## src/rtl/bus_arbiter_n.sv

```systemverilog
// N-to-1 arbiter for CPU-side simple buses. Merges NUM_MASTERS masters
// (ibus, dbus, DMA, debug, ...) onto one downstream simple bus.
//
// Ports:
//   clk_i            clock, all state on the rising edge
//   rst_ni           synchronous active-low reset
//   m_dataenable_i   per-master byte enables, master i at [4i+3:4i]
//   m_rd_i, m_wr_i   per-master read / write request
//   m_address_i      per-master byte address, master i at [32i+31:32i]
//   m_wrdata_i       per-master write data
//   m_rddata_o       per-master read data (zero unless granted)
//   m_stall_o        per-master stall
//   s_*_o            downstream bus, driven by the granted master (zero when idle)
//   s_rddata_i       downstream read data
//   s_stall_i        downstream stall, 0 = transfer completes this cycle
//   grant_o          registered one-hot grant, all-zero when idle
//
// RR_MODE      : 0 = fixed priority (index 0 highest), 1 = round-robin from rr_ptr.
// BACK_TO_BACK : 1 = next grant issued on the completing edge, 0 = idle cycle between grants.
module bus_arbiter_n #(
    parameter int unsigned NUM_MASTERS  = 2,
    parameter int unsigned RR_MODE      = 0,
    parameter int unsigned BACK_TO_BACK = 0
) (
    input  logic                       clk_i,
    input  logic                       rst_ni,
    input  logic [4*NUM_MASTERS-1:0]   m_dataenable_i,
    input  logic [NUM_MASTERS-1:0]     m_rd_i,
    input  logic [NUM_MASTERS-1:0]     m_wr_i,
    input  logic [32*NUM_MASTERS-1:0]  m_address_i,
    input  logic [32*NUM_MASTERS-1:0]  m_wrdata_i,
    output logic [32*NUM_MASTERS-1:0]  m_rddata_o,
    output logic [NUM_MASTERS-1:0]     m_stall_o,
    output logic [3:0]                 s_dataenable_o,
    output logic                       s_rd_o,
    output logic                       s_wr_o,
    output logic [31:0]                s_address_o,
    output logic [31:0]                s_wrdata_o,
    input  logic [31:0]                s_rddata_i,
    input  logic                       s_stall_i,
    output logic [NUM_MASTERS-1:0]     grant_o
);

    localparam int unsigned PtrW = (NUM_MASTERS > 1) ? $clog2(NUM_MASTERS) : 1;

    typedef logic [NUM_MASTERS-1:0] vec_t;
    typedef logic [PtrW-1:0]        ptr_t;

    typedef enum logic [0:0] {
        StIdle,
        StBusy
    } state_e;

    state_e state_q, state_d;
    vec_t   grant_q, grant_d;
    ptr_t   rr_ptr_q, rr_ptr_d;

    vec_t   req;
    logic   req_g;
    ptr_t   gidx;
    ptr_t   gidx_next;

    // Lowest set bit of a vector as a one-hot.
    function automatic vec_t lowest(input vec_t mask);
        vec_t res;
        logic found;
        res   = '0;
        found = 1'b0;
        for (int unsigned i = 0; i < NUM_MASTERS; i++) begin
            if (!found && mask[i]) begin
                res[i] = 1'b1;
                found  = 1'b1;
            end
        end
        return res;
    endfunction

    // Selection: fixed priority picks the lowest index. Round-robin scans from
    // ptr upwards with wrap, i.e. the lowest request at or above ptr, else the
    // lowest request overall.
    function automatic vec_t pick(input vec_t mask, input ptr_t ptr);
        vec_t upper;
        upper = '0;
        if (RR_MODE == 0) begin
            return lowest(mask);
        end
        for (int unsigned i = 0; i < NUM_MASTERS; i++) begin
            upper[i] = mask[i] && (i >= 32'(ptr));
        end
        return (|upper) ? lowest(upper) : lowest(mask);
    endfunction

    assign req   = m_rd_i | m_wr_i;
    assign req_g = |(req & grant_q);

    always_comb begin
        gidx = '0;
        for (int unsigned i = 0; i < NUM_MASTERS; i++) begin
            if (grant_q[i]) begin
                gidx = PtrW'(i);
            end
        end
    end

    assign gidx_next = (gidx == PtrW'(NUM_MASTERS - 1)) ? '0 : gidx + 1'b1;

    // Next-state logic
    always_comb begin
        state_d  = state_q;
        grant_d  = grant_q;
        rr_ptr_d = rr_ptr_q;
        unique case (state_q)
            StIdle: begin
                if (|req) begin
                    grant_d = pick(req, rr_ptr_q);
                    state_d = StBusy;
                end
            end
            StBusy: begin
                if (!req_g) begin
                    // Master withdrew: release without touching the pointer.
                    grant_d = '0;
                    state_d = StIdle;
                end else if (!s_stall_i) begin
                    if (RR_MODE != 0) begin
                        rr_ptr_d = gidx_next;
                    end
                    if (BACK_TO_BACK != 0) begin
                        // Completing master is excluded; it re-arbitrates later.
                        grant_d = pick(req & ~grant_q, rr_ptr_q);
                        state_d = (|grant_d) ? StBusy : StIdle;
                    end else begin
                        grant_d = '0;
                        state_d = StIdle;
                    end
                end
            end
            default: begin
                grant_d = '0;
                state_d = StIdle;
            end
        endcase
    end

    always_ff @(posedge clk_i) begin
        if (!rst_ni) begin
            state_q  <= StIdle;
            grant_q  <= '0;
            rr_ptr_q <= '0;
        end else begin
            state_q  <= state_d;
            grant_q  <= grant_d;
            rr_ptr_q <= rr_ptr_d;
        end
    end

    // Downstream AND-OR mux on the one-hot grant; all-zero grant gives zeros.
    always_comb begin
        s_dataenable_o = '0;
        s_address_o    = '0;
        s_wrdata_o     = '0;
        for (int unsigned i = 0; i < NUM_MASTERS; i++) begin
            s_dataenable_o = s_dataenable_o | (m_dataenable_i[4*i +: 4] & {4{grant_q[i]}});
            s_address_o    = s_address_o | (m_address_i[32*i +: 32] & {32{grant_q[i]}});
            s_wrdata_o     = s_wrdata_o | (m_wrdata_i[32*i +: 32] & {32{grant_q[i]}});
        end
    end

    assign s_rd_o = |(m_rd_i & grant_q);
    assign s_wr_o = |(m_wr_i & grant_q);

    // Granted master sees the downstream response; other requesters are held off.
    always_comb begin
        m_stall_o  = '0;
        m_rddata_o = '0;
        for (int unsigned i = 0; i < NUM_MASTERS; i++) begin
            m_stall_o[i]          = grant_q[i] ? s_stall_i : req[i];
            m_rddata_o[32*i +: 32] = grant_q[i] ? s_rddata_i : 32'h0;
        end
    end

    assign grant_o = grant_q;

endmodule
```

## config.mk

```make
export PLATFORM = sky130hd
export DESIGN_NAME = bus_arbiter_n
export DESIGN_NICKNAME = d
export VERILOG_FILES = /design/src/rtl/bus_arbiter_n.sv
export SDC_FILE = /design/constraint.sdc
export NUM_CORES = 1
export LEC_CHECK = 0
export ABC_CLOCK_PERIOD_IN_PS = 850
export BUFFER_PORTS_ARGS = -buffer_cell sky130_fd_sc_hd__buf_2
export CORE_AREA = 2 2 122 124
export CTS_CLUSTER_DIAMETER = 200
export CTS_CLUSTER_SIZE = 16
export DETAILED_ROUTE_END_ITERATION = 8
export DIE_AREA = 0 0 124 126
export PLACE_DENSITY = 0.45
export SLEW_MARGIN = 20
export SYNTH_ARGS = -nofsm -noshare
export SYNTH_HDL_FRONTEND = slang
export SYNTH_SLANG_ARGS = --single-unit
```

## constraint.sdc

```tcl
create_clock -name clk_i -period 0.85 [get_ports clk_i]
set_input_delay 0.0425 -clock clk_i [delete_from_list [all_inputs] [get_ports clk_i]]
set_output_delay 0.0425 -clock clk_i [all_outputs]
set_load 0.005 [all_outputs]
```

==> flow_metrics.tcl, run 1 <==
set metrics [dict create \
    status "finished with violations" \
    violations "setup timing" \
    htree_levels 1 \
    synthArstFlopShare_pct 0 \
    dp_cells 664 \
    insertedDiodeCount 0 \
    rsz0062_at_grt "true" \
    cp-end-kind "primary output" \
    wl_per_cell_um 12.7 \
    min_from "rst_ni" \
    synth.avg_cell_area_um2 7.51 \
    fin_area_mm2 0.00336 \
    yosysTopAreaCellShare_pct 44.6 \
    yosys.area_share.adder_pct 0 \
    relSlewSlack_pct 79.2 \
    crit_type "flop to primary output" \
    die_area_mm2 0.0156 \
    gp_congestion 0.781 \
    globalRoute.totalOverflow 0 \
    drc 0 \
    synthXorXnorAreaFrac_pct 0 \
    viasPerCell 4.07 \
    ys_seq_area_share_pct 4.37 \
    dr.pass1.iters 5 \
    netlist_instances 183 \
    maxSlewViolCount 0 \
    io_buffers 312 \
    grt_start_max_net_pins 55 \
    root_buffer "clkbuf_16" \
    synth_common_cells "a22o_1, and2_1, buf_2, buf_6, clkbuf_1" \
    hp-class "primary input to flop" \
    drtIter0Drc 95 \
    ys_seq_elements 3 \
    internal-power_uw 1650 \
    synth_area_leaders "a22o_1, and2_1, buf_6" \
    num_io_pins 313 \
    reg2reg_depth 4 \
    die_height_um 126 \
    post-dp-hpwl_mm 7.35 \
    setup_viol 141 \
    power.leakage_uw 0.00203 \
    yosysMostFrequentCell "a22o_1" \
    cp.arrival_ns 1.16 \
    sequentialPowerShare_pct 7.0 \
    crit_required_ns 0.81 \
    numCtsBuffers 3 \
    fin_crit_sh_pct 142 \
    die_x_um 124 \
    timing.fmax_mhz 829 \
    cts_tree "done" \
    hold_viol_final 0 \
    area_growth_syn_to_layout_pct 145 \
    synth_edf_count 0 \
    maxCapViolCount 0 \
    r2r_start "grant_o[1]" \
    syn_area_mm2 0.00137 \
    clkPwrFrac_pct 30.8 \
    track_usage_pct 9.42 \
    synth_compound_area_share_pct 50.1 \
    peakVddDrop_mv 0.378 \
    start_util_pct 9.60 \
    final-instance-count-excl-fill 669 \
    antenna_found_initial 0 \
    yosysTopAreaCell "a22o_1" \
    powerDensity_mw_per_mm2 727 \
    drt-total-wl_mm 8.50 \
    antenna_left 0 \
    synth_simple_gate_area_share_pct 31.8 \
    cts_sinks 3 \
    fin_ws_ns -0.356 \
    p_comb_share_pct 62.2 \
    synth_nets 358 \
    sw_frac_of_total_pct 32.3 \
    clk_latency_ns 0.23 \
    clockBufferDepth 2 \
    synth_top_family_by_area "compound AO/OA/AOI/OAI gates" \
    rows 44 \
    fin_worst_skew_ns 0.000179 \
    holdPathStages 3 \
    place_area_mm2 0.00317 \
    cp-start-kind "flop" \
    tightestPinTransition_ns 0.311 \
    yosysUniqueCellTypes 21 \
    vias 2723 \
    coreArea_mm2 0.0143 \
    grt_pass1_wl_mm 11.6 \
    grt_pass1_vias 2548 \
    final_layout_size_suffix_gt1_share_pct 72.2 \
    clkTransAtPathRegs_ns 0.03 \
    rr_endpoint "grant_o[0]" \
    switching_power_uw 790 \
    yosys_warnings 0 \
    muxShareOfSynthArea_pct 0 \
    synthFlopType "dfxtp_1" \
    layout.nets 661 \
    period_minus_slack_ns 1.21 \
    critPathMaxFanout 41 \
    hold_end "grant_o[1]" \
    ff2ff_setup_slack_ns -0.09 \
    crit_path_start "grant_o[0]" \
]
metal layers:
layer / vias to the layer above / track usage (%) / part of all wire [%]
met2: 193 / 18.8 / 52
met4: 0 / 3.37 / 1.6
li1: 1289 / - / -
met1: 1232 / 9.78 / 36
met5: - / 0 / 0
met3: 9 / 1.09 / 9.9
cell families after synthesis:
family	count (synthesis)
AOI/OAI and AO/OA	81
and+or+nand+nor	72
buffers and inverters	27
DFF	3
metrics by stage:
step / setup WS, ns / util (%) / hold slack (ns) / TNS [ns] / total power, µW
floorplan: -0.0805 / - / 0.186 / -2.72 / 808
global placement: -0.104 / 22.2 / 0.347 / -8.23 / 1650
detailed placement: -0.137 / 22.2 / 0.349 / -9.81 / 1660
CTS: -0.372 / 23.4 / 0.116 / -42.18 / 2460
global route: -0.413 / 23.5 / 0.133 / -48.73 / 2630
finish: -0.356 / 23.5 / 0.114 / -42.57 / 2440
layout by cell type (no fill, tap or decap), drive strengths merged, types with 2 or more instances in the layout:
cell,netlist,final
a21oi,3,3
a22o,70,70
and2,64,64
buf,20,322
clkbuf,4,4
dfxtp,3,3
inv,3,3
nand3,2,2
nor2,3,3
o21ai,2,2
power by group through the flow:
stage	clock network [µW]	registers, µW	logic (µW)
3_5_place_dp	0	171	1490
4_1_cts	759	170	1530
5_1_grt	781	172	1680
3_3_place_gp	0	170	1480
2_1_floorplan	0	165	644
6_report	753	170	1520
worst max-delay path: stages (launching register included):
cell and delay, ns:
dfxtp_4 0.39, buf_12 0.20, a22o_1 0.21, buf_2 0.12
flip-flops by register name (all words and copies together) (netlist names):
register  flops
grant_o       2
state_q       1
worst max path at each step:
stage	slack (ns)	cells past startpoint	to
floorplan	-0.08	4	s_wrdata_o[10]
global placement	-0.10	3	s_dataenable_o[0]
detailed placement	-0.14	3	s_dataenable_o[0]
CTS	-0.37	3	s_dataenable_o[0]
global route	-0.41	3	s_dataenable_o[0]
finish	-0.36	3	s_dataenable_o[0]
area by class of cell:
type | count | area [µm²]
Sequential cell | 3 | 67.6
Timing Repair Buffer | 322 | 1780
Fill cell | 1580 | 11000
Tap cell | 184 | 230
Inverter | 3 | 11.3
Clock buffer | 4 | 78.8
Multi-Input combinational cell | 153 | 1200
timing repair:
action | CTS | global route
setup buffers | 1 | 0
endpoints found under the setup margin | 141 | 141
pin swaps | 1 | 1
hold buffers | 0 | 0
resized for setup | 16 | 2
endpoints found under the hold margin | 0 | 0
Power figures use the tool's default switching activity.
==> run 2, diff against run 1 <==
--- a/config.mk
+++ b/config.mk
@@ -13,6 +13,7 @@
 export DETAILED_ROUTE_END_ITERATION = 8
 export DIE_AREA = 0 0 124 126
 export PLACE_DENSITY = 0.45
+export SKIP_LAST_GASP = 1
 export SLEW_MARGIN = 20
 export SYNTH_ARGS = -nofsm -noshare
 export SYNTH_HDL_FRONTEND = slang
==> run 2 against run 1 <==
The run still ends with setup timing left. Sequential power increased by 3%. Clock power about the same. Cell count increased by 0.75%. Total power increased by 1.1%. Clock skew about the same. First-iteration DRC count decreased by 25%. Critical endpoint is now s_wrdata_o[22]. Largest power group unchanged.
==> flow_metrics.tcl, run 2 (same netlist as run 1, synthesis figures left out) <==
set metrics [dict create \
    status "finished with violations" \
    violations "setup timing" \
    coreArea_mm2 0.0143 \
    viasPerCell 4.09 \
    worstPathCellList "clkbuf_16, a22o_1, buf_2" \
    vias 2759 \
    cp-start-kind "flop" \
    power.leakage_uw 0.00206 \
    critPathMaxFanout 27 \
    tns_ns -45.27 \
    ff_latch_area_um2 67.6 \
    clockBufferDepth 2 \
    drt-total-wl_mm 9.20 \
    crit_type "flop to primary output" \
    gp_congestion 0.781 \
    num_io_pins 313 \
    period_minus_slack_ns 1.21 \
    setup_viol 141 \
    holdPathStages 3 \
    critical-path-max-stage-delay_ns 0.39 \
    most-common-layout-cells "buf_2, a22o_1, and2_1" \
    io_buffers 312 \
    fin_crit_sh_pct 143 \
    power_uw 2470 \
    root_buffer "clkbuf_16" \
    grt_pass1_vias 2519 \
    grt_start_max_net_pins 55 \
    globalRoute.totalOverflow 0 \
    wl_per_cell_um 13.6 \
    place_area_mm2 0.00317 \
    maxSlewViolCount 0 \
    post-dp-hpwl_mm 7.35 \
    hold_buffers 0 \
    cts_sinks 3 \
    rows 44 \
    antenna_found_initial 0 \
    cts_tree "done" \
    crit_required_ns 0.81 \
    ff2ff_setup_slack_ns -0.26 \
    hold_viol_final 0 \
    drtIter0Drc 71 \
    largest_register_ffs 2 \
    fin_area_mm2 0.00337 \
    fin_worst_skew_ns 0.0000308 \
    cpMaxStageDelayCell "dfxtp_4" \
    htree_levels 1 \
    die_height_um 126 \
    min_from "rst_ni" \
    cp-end-kind "primary output" \
    antenna_left 0 \
    cp.arrival_ns 1.17 \
    insertedDiodeCount 0 \
    start_util_pct 9.60 \
    rr_endpoint "grant_o[0]" \
    maxCapViolCount 0 \
    timing.fmax_mhz 823 \
    hold_end "grant_o[1]" \
    final_common_cell "buf_2" \
    dr.pass1.iters 4 \
    fin_ws_ns -0.365 \
    track_usage_pct 9.33 \
    relSlewSlack_pct 79.3 \
    numCtsBuffers 3 \
    peakVddDrop_mv 0.370 \
    dp_slack_ns -0.137 \
    tightestPinTransition_ns 0.310 \
    die_x_um 124 \
    clkTransAtPathRegs_ns 0.03 \
    final_layout_size_suffix_gt1_share_pct 72.4 \
    drc 0 \
    powerDensity_mw_per_mm2 733 \
    hp-class "primary input to flop" \
    die_area_mm2 0.0156 \
    area_growth_syn_to_layout_pct 145 \
    fillers 1577 \
    grt_pass1_wl_mm 11.5 \
    clk_latency_ns 0.23 \
    reg2reg_depth 5 \
    rsz0062_at_grt "true" \
    multiInputGateArea_mm2 0.00120 \
    layout.nets 666 \
    r2r_start "grant_o[1]" \
]
## run 2: through the flow
stage | hold WS (ns) | instances | util, %
finish | 0.114 | 674 | 23.5
global route | 0.133 | 674 | 23.5
CTS | 0.116 | 669 | 22.9
detailed placement | 0.349 | 664 | 22.2
global placement | 0.347 | 664 | 22.2
floorplan | 0.186 | 183 | -
## run 2: worst max-delay path by stage
stage,cells past startpoint,endpoint,start
floorplan,4,s_wrdata_o[10],grant_o[0]
global route,3,s_dataenable_o[0],grant_o[0]
CTS,3,s_dataenable_o[0],grant_o[0]
global placement,3,s_dataenable_o[0],grant_o[0]
detailed placement,3,s_dataenable_o[0],grant_o[0]
finish,3,s_wrdata_o[22],grant_o[1]
## run 2: per-layer routing
layer / vias to the layer above / part of all wire, % / global-route usage, % / wire length, µm
met1: 1257 / 37 / 9.75 / 3440
met5: - / 0 / 0 / 0
met3: 9 / 9.3 / 1.09 / 856
met2: 191 / 52 / 18.6 / 4760
li1: 1302 / - / - / -
met4: 0 / 1.4 / 3.37 / 133
## run 2: repair_timing
item                       4_1_cts  5_1_grt
pin swaps                        1        4
setup endpoints to repair      141      141
gates resized for setup          3        2
setup buffers                    1        2
gates cloned                     0        3
## run 2: layout make-up
cell class                      instances  share of cell area (%)
Multi-Input combinational cell        153                    35.5
Timing Repair Buffer                  327                    53.0
Tap cell                              184                    6.84
Inverter                                3                   0.334
Sequential cell                         3                    2.01
Clock buffer                            4                    2.34
## run 2: critical path, delay by kind of cell, from the launching register on
family / cells / cell delay [ns]
AO/OA/AOI/OAI: 1 / 0.21
flip-flops: 1 / 0.39
buffers and inverters: 2 / 0.33
## run 2: power breakdown
| group | leakage (µW) | switching, µW | internal (µW) |
|---|---|---|---|
| Clock | 0.0000382 | 133 | 619 |
| Sequential | 0.0000262 | 24.2 | 151 |
| Combinational | 0.00199 | 649 | 893 |
| Total | 0.00206 | 807 | 1660 |
